===== config.mk =====
export PLATFORM = sky130hd
export DESIGN_NAME = load_store_unit
export DESIGN_NICKNAME = d
export VERILOG_FILES = /design/src/rtl/lsu_pkg.sv /design/src/rtl/lsu_byte_lane.sv /design/src/rtl/load_store_unit.sv
export SDC_FILE = /design/constraint.sdc
export NUM_CORES = 1
export LEC_CHECK = 0
export CORE_MARGIN = 8
export CORE_UTILIZATION = 45
export CTS_CLUSTER_DIAMETER = 40
export DETAILED_ROUTE_END_ITERATION = 8
export HOLD_SLACK_MARGIN = 0.05
export PLACE_DENSITY = 0.91
export SLEW_MARGIN = 10
export SYNTH_ARGS = -nofsm -noshare
export SYNTH_HDL_FRONTEND = slang
export SYNTH_SLANG_ARGS = --single-unit

===== constraint.sdc =====
create_clock -name clk -period 2.61 [get_ports clk]
set_input_delay 0.261 -clock clk [delete_from_list [all_inputs] [get_ports clk]]
set_output_delay 0.261 -clock clk [all_outputs]
set_load 0.02 [all_outputs]

===== src/rtl/lsu_pkg.sv =====
// Shared definitions for the load/store unit: op encodings, FSM state encoding,
// lane widths and small op-classification helpers.
package lsu_pkg;

  localparam int WORD_W = 32;
  localparam int HALF_W = 16;
  localparam int BYTE_W = 8;

  localparam logic [2:0] OP_LW  = 3'd0;
  localparam logic [2:0] OP_LH  = 3'd1;
  localparam logic [2:0] OP_LHU = 3'd2;
  localparam logic [2:0] OP_LB  = 3'd3;
  localparam logic [2:0] OP_LBU = 3'd4;
  localparam logic [2:0] OP_SW  = 3'd5;
  localparam logic [2:0] OP_SH  = 3'd6;
  localparam logic [2:0] OP_SB  = 3'd7;

  localparam logic [1:0] ST_IDLE  = 2'd0;
  localparam logic [1:0] ST_READ  = 2'd1;
  localparam logic [1:0] ST_WRITE = 2'd2;
  localparam logic [1:0] ST_RESP  = 2'd3;

  function automatic logic is_store(input logic [2:0] op);
    return op >= OP_SW;
  endfunction

  // Sub-word stores must fetch the word first and merge into it.
  function automatic logic is_rmw(input logic [2:0] op);
    return (op == OP_SH) || (op == OP_SB);
  endfunction

  function automatic logic is_misaligned(input logic [2:0] op, input logic [1:0] offset);
    logic bad;
    bad = 1'b0;
    case (op)
      OP_LW, OP_SW:         bad = (offset != 2'b00);
      OP_LH, OP_LHU, OP_SH: bad = offset[0];
      default:              bad = 1'b0;
    endcase
    return bad;
  endfunction

endpackage


===== src/rtl/lsu_byte_lane.sv =====
// Combinational lane logic: extracts and extends loaded bytes/halfwords and
// merges store data into a fetched word (little-endian lanes).
module lsu_byte_lane
  import lsu_pkg::*;
(
  input  logic [2:0]        op,
  input  logic [1:0]        offset,
  input  logic [WORD_W-1:0] mem_word,
  input  logic [WORD_W-1:0] store_data,
  output logic [WORD_W-1:0] load_data,
  output logic [WORD_W-1:0] merged_word
);

  logic [BYTE_W-1:0] byte_sel;
  logic [HALF_W-1:0] half_sel;

  always_comb begin
    byte_sel = mem_word[offset*BYTE_W +: BYTE_W];
    half_sel = offset[1] ? mem_word[WORD_W-1:HALF_W] : mem_word[HALF_W-1:0];
  end

  // NOTE: every output gets a default before the case so no latch is inferred.
  always_comb begin
    load_data = mem_word;
    case (op)
      OP_LH:   load_data = {{(WORD_W-HALF_W){half_sel[HALF_W-1]}}, half_sel};
      OP_LHU:  load_data = {{(WORD_W-HALF_W){1'b0}}, half_sel};
      OP_LB:   load_data = {{(WORD_W-BYTE_W){byte_sel[BYTE_W-1]}}, byte_sel};
      OP_LBU:  load_data = {{(WORD_W-BYTE_W){1'b0}}, byte_sel};
      default: load_data = mem_word;
    endcase
  end

  always_comb begin
    merged_word = mem_word;
    case (op)
      OP_SW: merged_word = store_data;
      OP_SH: begin
        if (offset[1]) merged_word[WORD_W-1:HALF_W] = store_data[HALF_W-1:0];
        else           merged_word[HALF_W-1:0]      = store_data[HALF_W-1:0];
      end
      OP_SB:   merged_word[offset*BYTE_W +: BYTE_W] = store_data[BYTE_W-1:0];
      default: merged_word = mem_word;
    endcase
  end

endmodule


===== src/rtl/load_store_unit.sv =====
// Load/store unit: IDLE/READ/WRITE/RESP sequencer over a word-wide memory.
// Define LSU_ALIGN_CHECK_EN to flag misaligned accesses instead of force-aligning.
module load_store_unit
  import lsu_pkg::*;
(
  input  logic              clk,
  input  logic              reset,
  input  logic              req_valid,
  output logic              req_ready,
  input  logic [2:0]        req_op,
  input  logic [WORD_W-1:0] req_addr,
  input  logic [WORD_W-1:0] req_wdata,
  output logic              resp_valid,
  output logic [WORD_W-1:0] resp_rdata,
  output logic              resp_err,
  output logic [WORD_W-1:0] mem_addr,
  output logic [WORD_W-1:0] mem_wdata,
  output logic              mem_write,
  output logic              mem_read,
  input  logic [WORD_W-1:0] mem_rdata
);

  logic [1:0]        state_q, state_d;
  logic [2:0]        op_q, op_d;
  logic [WORD_W-1:0] addr_q, addr_d;
  logic [WORD_W-1:0] wdata_q, wdata_d;
  logic [WORD_W-1:0] rdata_q, rdata_d;
  logic [WORD_W-1:0] lane_load, lane_merged;
  logic              misaligned;

  lsu_byte_lane u_lane (
    .op          (op_q),
    .offset      (addr_q[1:0]),
    .mem_word    (mem_rdata),
    .store_data  (wdata_q),
    .load_data   (lane_load),
    .merged_word (lane_merged)
  );

`ifdef LSU_ALIGN_CHECK_EN
  logic err_q, err_d;
  assign misaligned = is_misaligned(req_op, req_addr[1:0]);
`else
  assign misaligned = 1'b0;
`endif

  always_comb begin
    state_d = state_q;
    op_d    = op_q;
    addr_d  = addr_q;
    wdata_d = wdata_q;
    rdata_d = rdata_q;
`ifdef LSU_ALIGN_CHECK_EN
    err_d   = err_q;
`endif
    case (state_q)
      ST_IDLE: begin
        if (req_valid) begin
          op_d    = req_op;
          addr_d  = req_addr;
          wdata_d = req_wdata;
          rdata_d = '0;
`ifdef LSU_ALIGN_CHECK_EN
          err_d   = misaligned;
`endif
          if (misaligned)            state_d = ST_RESP;
          else if (req_op == OP_SW)  state_d = ST_WRITE;
          else                       state_d = ST_READ;
        end
      end
      ST_READ: begin
        if (is_rmw(op_q)) begin
          wdata_d = lane_merged;
          state_d = ST_WRITE;
        end else begin
          rdata_d = lane_load;
          state_d = ST_RESP;
        end
      end
      ST_WRITE: state_d = ST_RESP;
      default:  state_d = ST_IDLE;
    endcase
  end

  // NOTE: sequential state uses non-blocking assignments only.
  always_ff @(posedge clk) begin
    if (reset) begin
      state_q <= ST_IDLE;
      op_q    <= '0;
      addr_q  <= '0;
      wdata_q <= '0;
      rdata_q <= '0;
    end else begin
      state_q <= state_d;
      op_q    <= op_d;
      addr_q  <= addr_d;
      wdata_q <= wdata_d;
      rdata_q <= rdata_d;
    end
  end

`ifdef LSU_ALIGN_CHECK_EN
  always_ff @(posedge clk) begin
    if (reset) err_q <= 1'b0;
    else       err_q <= err_d;
  end
  assign resp_err = resp_valid & err_q;
`else
  assign resp_err = 1'b0;
`endif

  assign req_ready  = (state_q == ST_IDLE);
  assign mem_read   = (state_q == ST_READ);
  assign mem_write  = (state_q == ST_WRITE);
  assign resp_valid = (state_q == ST_RESP);
  assign resp_rdata = resp_valid ? rdata_q : '0;
  // Low address bits are dropped here, which is what force-aligns word accesses.
  assign mem_addr   = {2'b00, addr_q[WORD_W-1:2]};
  assign mem_wdata  = wdata_q;

endmodule


==> flow_summary.toml, run 1 <==
[run_status]
status = "completed"

[cts]
cts_resized = 0
ctsHoldBuffers = 0
cts.reportedPaths.clkPinSlew_ps = 70
cts_buffers = 9
insertion_delay_ps = 360
root_buffer = "clkbuf_16"
clock_sinks = 101
cts_tree = "done"
clock_path_buffers = 2
postCtsSetupBuffers = 0
htree_levels = 3

[route]
via_per_inst = 5.93
drt_iter0_drc = 793
ant_nets = 0
dr.pass1.iters = 5
num_vias = 6540
route.detailed.drc = 0
wire_per_inst_um = 20.1
routed_wl_um = 22200

[global_routing]
grt_use_total_pct = 24.1
antenna_found_initial = 0
grt_pass1_vias = 6321
overflow = 0
grt_pass1_wl_um = 34400
grt_max_degree = 51

[pwr]
swShare_pct = 40.9
clkPwrFrac_pct = 21.0
p_int_mw = 4.55
ir_drop_mv = 0.569
p_per_area_nw_per_um2 = 914
switchingPower_mw = 3.16
pwr-share-seq_pct = 29.8
leakage_nw = 3.04
combPwrFrac_pct = 49.2

[sta]
period_minus_slack_ps = 2270
drv_slew = 0
setup_viol = 0
max_freq_mhz = 440
setup_tns_ps = 0
slew-limit-headroom_pct = 36.0
fin_crit_sh_pct = 87.1
rsz0062_at_grt = "no"
setup_slack_ps = 337
tightest_slew_ps = 961
skew_ps = 7.33
finalHoldViolCount = 0

[setup_path]
crit_path_max_fanout = 16
startpoint = "state_q[1]$_SDFFE_PP0P_"
criticalPathCategory = "reg -> reg"
cp_cell_sequence = "inv_1 > ha_2 > a21bo_1 > a21oi_2 > a32o_1"
path_depth = 5
cp.buffers_inverters = 1
worstReg2RegEnd = "mem_wdata[25]$_SDFFE_PP0P_"
worstSetupEndpoint = "mem_wdata[25]$_SDFFE_PP0P_"
arrival_ps = 2570
required_ps = 2910
r2r_slack_ps = 340
critical-path-slowest-cell = "a21oi_2"
worst-r2r-cell-count = 5
cp_slowest_stage_delay_ps = 780
crit_family = "compound AO/OA/AOI/OAI gates"
endpoint_kind = "flop"
cp-start-kind = "flop"
r2r_start = "state_q[1]$_SDFFE_PP0P_"

[logic_synthesis]
synth_cell_types = 63
yosysWarnings = 0
async_reset_ff_share_pct = 0
synth_seq_cells = 101
yosysSeqAreaShare_pct = 32.6
synth-main-ff-cell = "dfxtp_1"
syn-mean-instance-area_sq_um = 7.96
synth-edff-count = 0
netlist_instances = 779
synth_area_sq_um = 6200

[finish]
final_area_sq_um = 8430
layout.nets = 1029
area_growth_pct = 35.9
fill_cells = 1216
multi_input_area_sq_um = 3560
seq_area_sq_um = 2020
layout-drive-gt1-share_pct = 7.58
n_antenna_cell = 0

[floorplan]
start_util_pct = 45.4
die_w_um = 133
num_rows = 43
dieArea_sq_um = 17800
io_pins = 203
die_h_um = 133
core-area_sq_um = 13700

[placement]
place_ws_ps = 341
dpl_cell_area_sq_um = 8080
gp_congestion = 0.971
dp_hpwl_um = 16200
port_buffers = 199

[run]
drv_cap = 0

[worst_hold_path]
hold_path_class = "in -> reg"
[per-layer routing]
layer  GRT usage [%]  share of wire [%]
met1            28.0                 37
met2            37.7                 45
met3            8.55                 13
met4            13.4                5.3
met5               0                  0
[per-stage QoR]
step | utilization, % | instances | hold WS, ps | total power, mW
finish | 61.7 | 1103 | 445 | 7.71
global route | 61.7 | 1103 | 449 | 8.13
CTS | 61.7 | 1103 | 437 | 7.69
global placement | 59.0 | 1087 | 438 | 5.98
floorplan | - | 781 | 397 | 4.81
detailed placement | 59.1 | 1087 | 441 | 6.07
[power groups by stage]
stage	Combinational [mW]	Clock (mW)	Sequential (mW)
after CTS	3.77	1.63	2.29
after detailed placement	3.75	0	2.32
after global placement	3.67	0	2.30
after floorplan	2.43	0	2.39
after global routing	4.09	1.70	2.35
final	3.79	1.62	2.30
[logic make-up (layout without fill, tap and decap cells)]
kind of cell             count (synthesis)  count (layout)  share of synthesized area, %
AND/OR/NAND/NOR                        285             285                          24.7
AO/OA/AOI/OAI                          237             237                          25.4
buffers and inverters                  116             258                          10.2
flip-flops                             101             101                          32.6
multiplexers                            28              28                          4.98
adder cells (fa/ha/maj)                  9               9                          1.82
XOR/XNOR                                 2               2                         0.282
other                                    1               3                        0.0605
[flip-flops by register name (all words and copies together) (netlist names)]
name,cells
state_q,2
op_q,3
mem_wdata,32
addr_q,32
rdata_q,32
[how the worst min path moves through the flow]
stage | cells after the start | end | slack, ps | from
final | 3 | addr_q[18]$_SDFFE_PP0P_ | 450 | req_addr[18]
after global routing | 3 | addr_q[24]$_SDFFE_PP0P_ | 450 | req_addr[24]
after CTS | 3 | addr_q[18]$_SDFFE_PP0P_ | 440 | req_addr[18]
after detailed placement | 2 | rdata_q[21]$_SDFFE_PP0P_ | 440 | rdata_q[21]$_SDFFE_PP0P_
after global placement | 2 | rdata_q[21]$_SDFFE_PP0P_ | 440 | rdata_q[21]$_SDFFE_PP0P_
after floorplan | 2 | addr_q[10]$_SDFFE_PP0P_ | 400 | req_addr[10]
[worst min-delay path, cell delays in order]
cell and delay [ps]:
clkdlybuf4s50_1 390, nand2_1 50, a21oi_1 50
[area by class of cell]
class | count | share of cell area [%]
multi-input combinational | 564 | 42.3
timing repair buffer | 226 | 26.1
sequential | 101 | 24.0
clock buffer | 10 | 2.83
tap | 180 | 2.67
clock inverter | 6 | 1.38
inverter | 16 | 0.712
[cell usage in the layout, fill, tap and decap left out, types with 4 or more instances in the layout]
master             n
o21ai_1           10
o221ai_1          22
o211ai_1           8
or3_1              4
mux2i_1           17
a21oi_1          109
nor2_1            14
nor3b_1            6
nor4_1             6
nor3_1             8
a22oi_1           20
nor2b_1           16
and2_1            35
clkbuf_16          9
a32o_1            25
ha_1               8
nand3_1            4
o22ai_1           22
mux2_2             8
buf_4             26
dfxtp_1          100
inv_1             16
clkdlybuf4s50_1  198
or4_1             16
nand2_1          130
nand2b_1          28
[Yosys cell counts, drive strengths merged, types with 2 or more instances]
| master | n | area [sq um] |
|---|---|---|
| buf | 68 | 453 |
| a22oi | 20 | 150 |
| nor2 | 14 | 52.6 |
| o211ai | 9 | 72.6 |
| or4 | 16 | 120 |
| mux2i | 17 | 170 |
| or3 | 4 | 25.0 |
| o22ai | 22 | 138 |
| a21oi | 111 | 563 |
| nor2b | 17 | 114 |
| a221oi | 2 | 17.5 |
| nand3b | 2 | 27.5 |
| a21boi | 2 | 15.0 |
| o221ai | 22 | 193 |
| ha | 9 | 113 |
| a32o | 25 | 250 |
| a21o | 3 | 22.5 |
| nand2 | 130 | 488 |
| and3b | 2 | 17.5 |
| o21ai | 14 | 85.1 |
| and2 | 35 | 219 |
| nor4 | 6 | 37.5 |
| a211oi | 2 | 15.0 |
| nand2b | 28 | 175 |
| nand3 | 5 | 37.5 |
| nor4bb | 3 | 30.0 |
| inv | 16 | 60.1 |
| dfxtp | 101 | 2020 |
| clkbuf | 32 | 120 |
| nor3b | 7 | 57.6 |
| nor3 | 9 | 50.1 |
| mux2 | 10 | 116 |
Note: power is estimated with default switching activity, not from simulation.
==> inputs of run 2 (changes only) <==
CTS_CLUSTER_DIAMETER = not set   (was 40)
==> results of run 2 <==
Final layout, timing and power as in run 1 (identical DEF).
==> inputs of run 3 (changes only) <==
--- a/config.mk
+++ b/config.mk
@@ -11,4 +11,5 @@
 export HOLD_SLACK_MARGIN = 0.05
 export PLACE_DENSITY = 0.91
+export SETUP_SLACK_MARGIN = 0.4
 export SLEW_MARGIN = 10
 export SYNTH_ARGS = -nofsm -noshare
==> constraint.sdc (replaced) <==
create_clock -name clk -period 2.61 [get_ports clk]
set_input_delay 0.261 -clock clk [delete_from_list [all_inputs] [get_ports clk]]
set_output_delay 0.261 -clock clk [all_outputs]
set_load 0.1 [all_outputs]
==> run 3 against run 2 <==
Sequential share of layout area is 0.88 points higher. Sequential cell count did not move. Routed wire length shrank 7.8%. Fmax up 8.5%. Core utilization shrank 2.1 points. Largest cell class unchanged. Highest routed layer unchanged. Critical path type unchanged. Largest power group unchanged.
==> flow_summary.toml, run 3 (synthesis results as in run 1) <==
[run_status]
status = "completed"

[sta]
tightest_slew_ps = 840
finalHoldViolCount = 0
fin_crit_sh_pct = 80.3
period_minus_slack_ps = 2100
setup_viol = 0
rsz0062_at_grt = "yes"
drv_slew = 0
slew-limit-headroom_pct = 44.0
setup_tns_ps = 0
max_freq_mhz = 477
skew_ps = 9.01

[global_routing]
grt_use_total_pct = 22.0
grt_pass1_wl_um = 32300
grt_pass1_vias = 6111
grt_max_degree = 49
antenna_found_initial = 0
overflow = 0

[floorplan]
num_rows = 43
die_w_um = 133
start_util_pct = 45.4
die_h_um = 133
io_pins = 203
dieArea_sq_um = 17800
core-area_sq_um = 13700

[finish]
layout.nets = 1023
seq_area_sq_um = 2030
stdcell_count = 1095
final_util_pct = 59.6
layout-drive-gt1-share_pct = 21.2
multi_input_area_sq_um = 3630
fill_cells = 1242
final_cell_mix = "129 x nand2_1, 119 x buf_4, 109 x a21oi_1"
n_antenna_cell = 0
final_common_cell = "nand2_1"
area_growth_pct = 31.3

[route]
dr.pass1.iters = 5
via_per_inst = 5.88
routed_wl_um = 20500
ant_nets = 0
drt_iter0_drc = 688
route.detailed.drc = 0
wire_per_inst_um = 18.7
num_vias = 6435

[setup_path]
crit_path_max_fanout = 16
arrival_ps = 2370
required_ps = 2880
endpoint_kind = "flop"
cp-start-kind = "flop"
criticalPathCategory = "reg -> reg"

[cts]
cts_buffers = 9
cts_resized = 0
cts.reportedPaths.clkPinSlew_ps = 70
postCtsSetupBuffers = 0
clock_sinks = 101
cts_tree = "done"
ctsHoldBuffers = 0
root_buffer = "clkbuf_16"
insertion_delay_ps = 350
htree_levels = 3
clock_path_buffers = 2

[pwr]
p_per_area_nw_per_um2 = 1120
ir_drop_mv = 0.879
leakage_nw = 3.19

[placement]
dp_hpwl_um = 15400
gp_congestion = 0.955
port_buffers = 199
place_inst = 1081

[run]
drv_cap = 0

[worst_hold_path]
hold_path_class = "in -> reg"
==> run 3: cell count changes in the layout (fill, tap and decap cells not counted), moves of 30 or more <==
cell / previous run / this run
buf_4: 26 / 119
and2_1: 35 / 5
and2_2: 0 / 30
clkdlybuf4s50_1: 198 / 100
==> run 3: area by class of cell <==
| type | instances | area share (%) |
|---|---|---|
| Tap cell | 180 | 2.76 |
| Clock buffer | 13 | 3.32 |
| Sequential cell | 101 | 24.9 |
| Timing Repair Buffer | 220 | 23.3 |
| Inverter | 16 | 0.737 |
| Clock inverter | 1 | 0.369 |
| Multi-Input combinational cell | 564 | 44.6 |
==> run 3: path summary, 6_finish.rpt <==
path | start | slack (ps) | depth (start not counted) | to
worst max-delay path | state_q[0]$_SDFFE_PP0P_ | 510 | 6 | rdata_q[25]$_SDFFE_PP0P_
worst min-delay path | reset | 370 | 2 | state_q[1]$_SDFFE_PP0P_
worst min register to register | rdata_q[24]$_SDFFE_PP0P_ | 450 | 2 | rdata_q[24]$_SDFFE_PP0P_
worst max register to register | state_q[0]$_SDFFE_PP0P_ | 510 | 6 | rdata_q[25]$_SDFFE_PP0P_
==> run 3: report_power, final <==
| part | internal [mW] | switching (mW) | leakage [nW] |
|---|---|---|---|
| logic | 1.52 | 3.90 | 2.22 |
| registers | 1.94 | 0.367 | 0.826 |
| clock network | 0.812 | 0.556 | 0.148 |
==> run 3: stage by stage <==
| step | instance area, sq um | hold WS [ps] | total power [mW] | setup slack, ps |
|---|---|---|---|---|
| 2_1_floorplan | 6280 | 397 | 6.65 | 464 |
| 3_3_place_gp | 7830 | 436 | 7.62 | 340 |
| 3_5_place_dp | 7830 | 441 | 7.70 | 288 |
| 4_1_cts | 8130 | 343 | 9.07 | 426 |
| 5_1_grt | 8150 | 387 | 9.54 | 380 |
| 6_report | 8150 | 374 | 9.10 | 515 |
==> run 3: metal layers <==
metal  GRT usage (%)  routed length, um  part of all wire [%]  up-vias
met3            6.44               2170                    11       59
met2            34.3               9460                    46      388
met1            27.5               8210                    40     2958
li1                -                  -                     -     3030
met4            9.42                626                   3.1        0
met5               0                  0                     0        -
==> run 3: critical path, cell delays in order (launching register included) <==
cell and delay (ps):
dfxtp_1 420, inv_1 130, ha_4 200, nor2b_4 170, nand2b_2 310, or4_1 580
a21oi_1 200
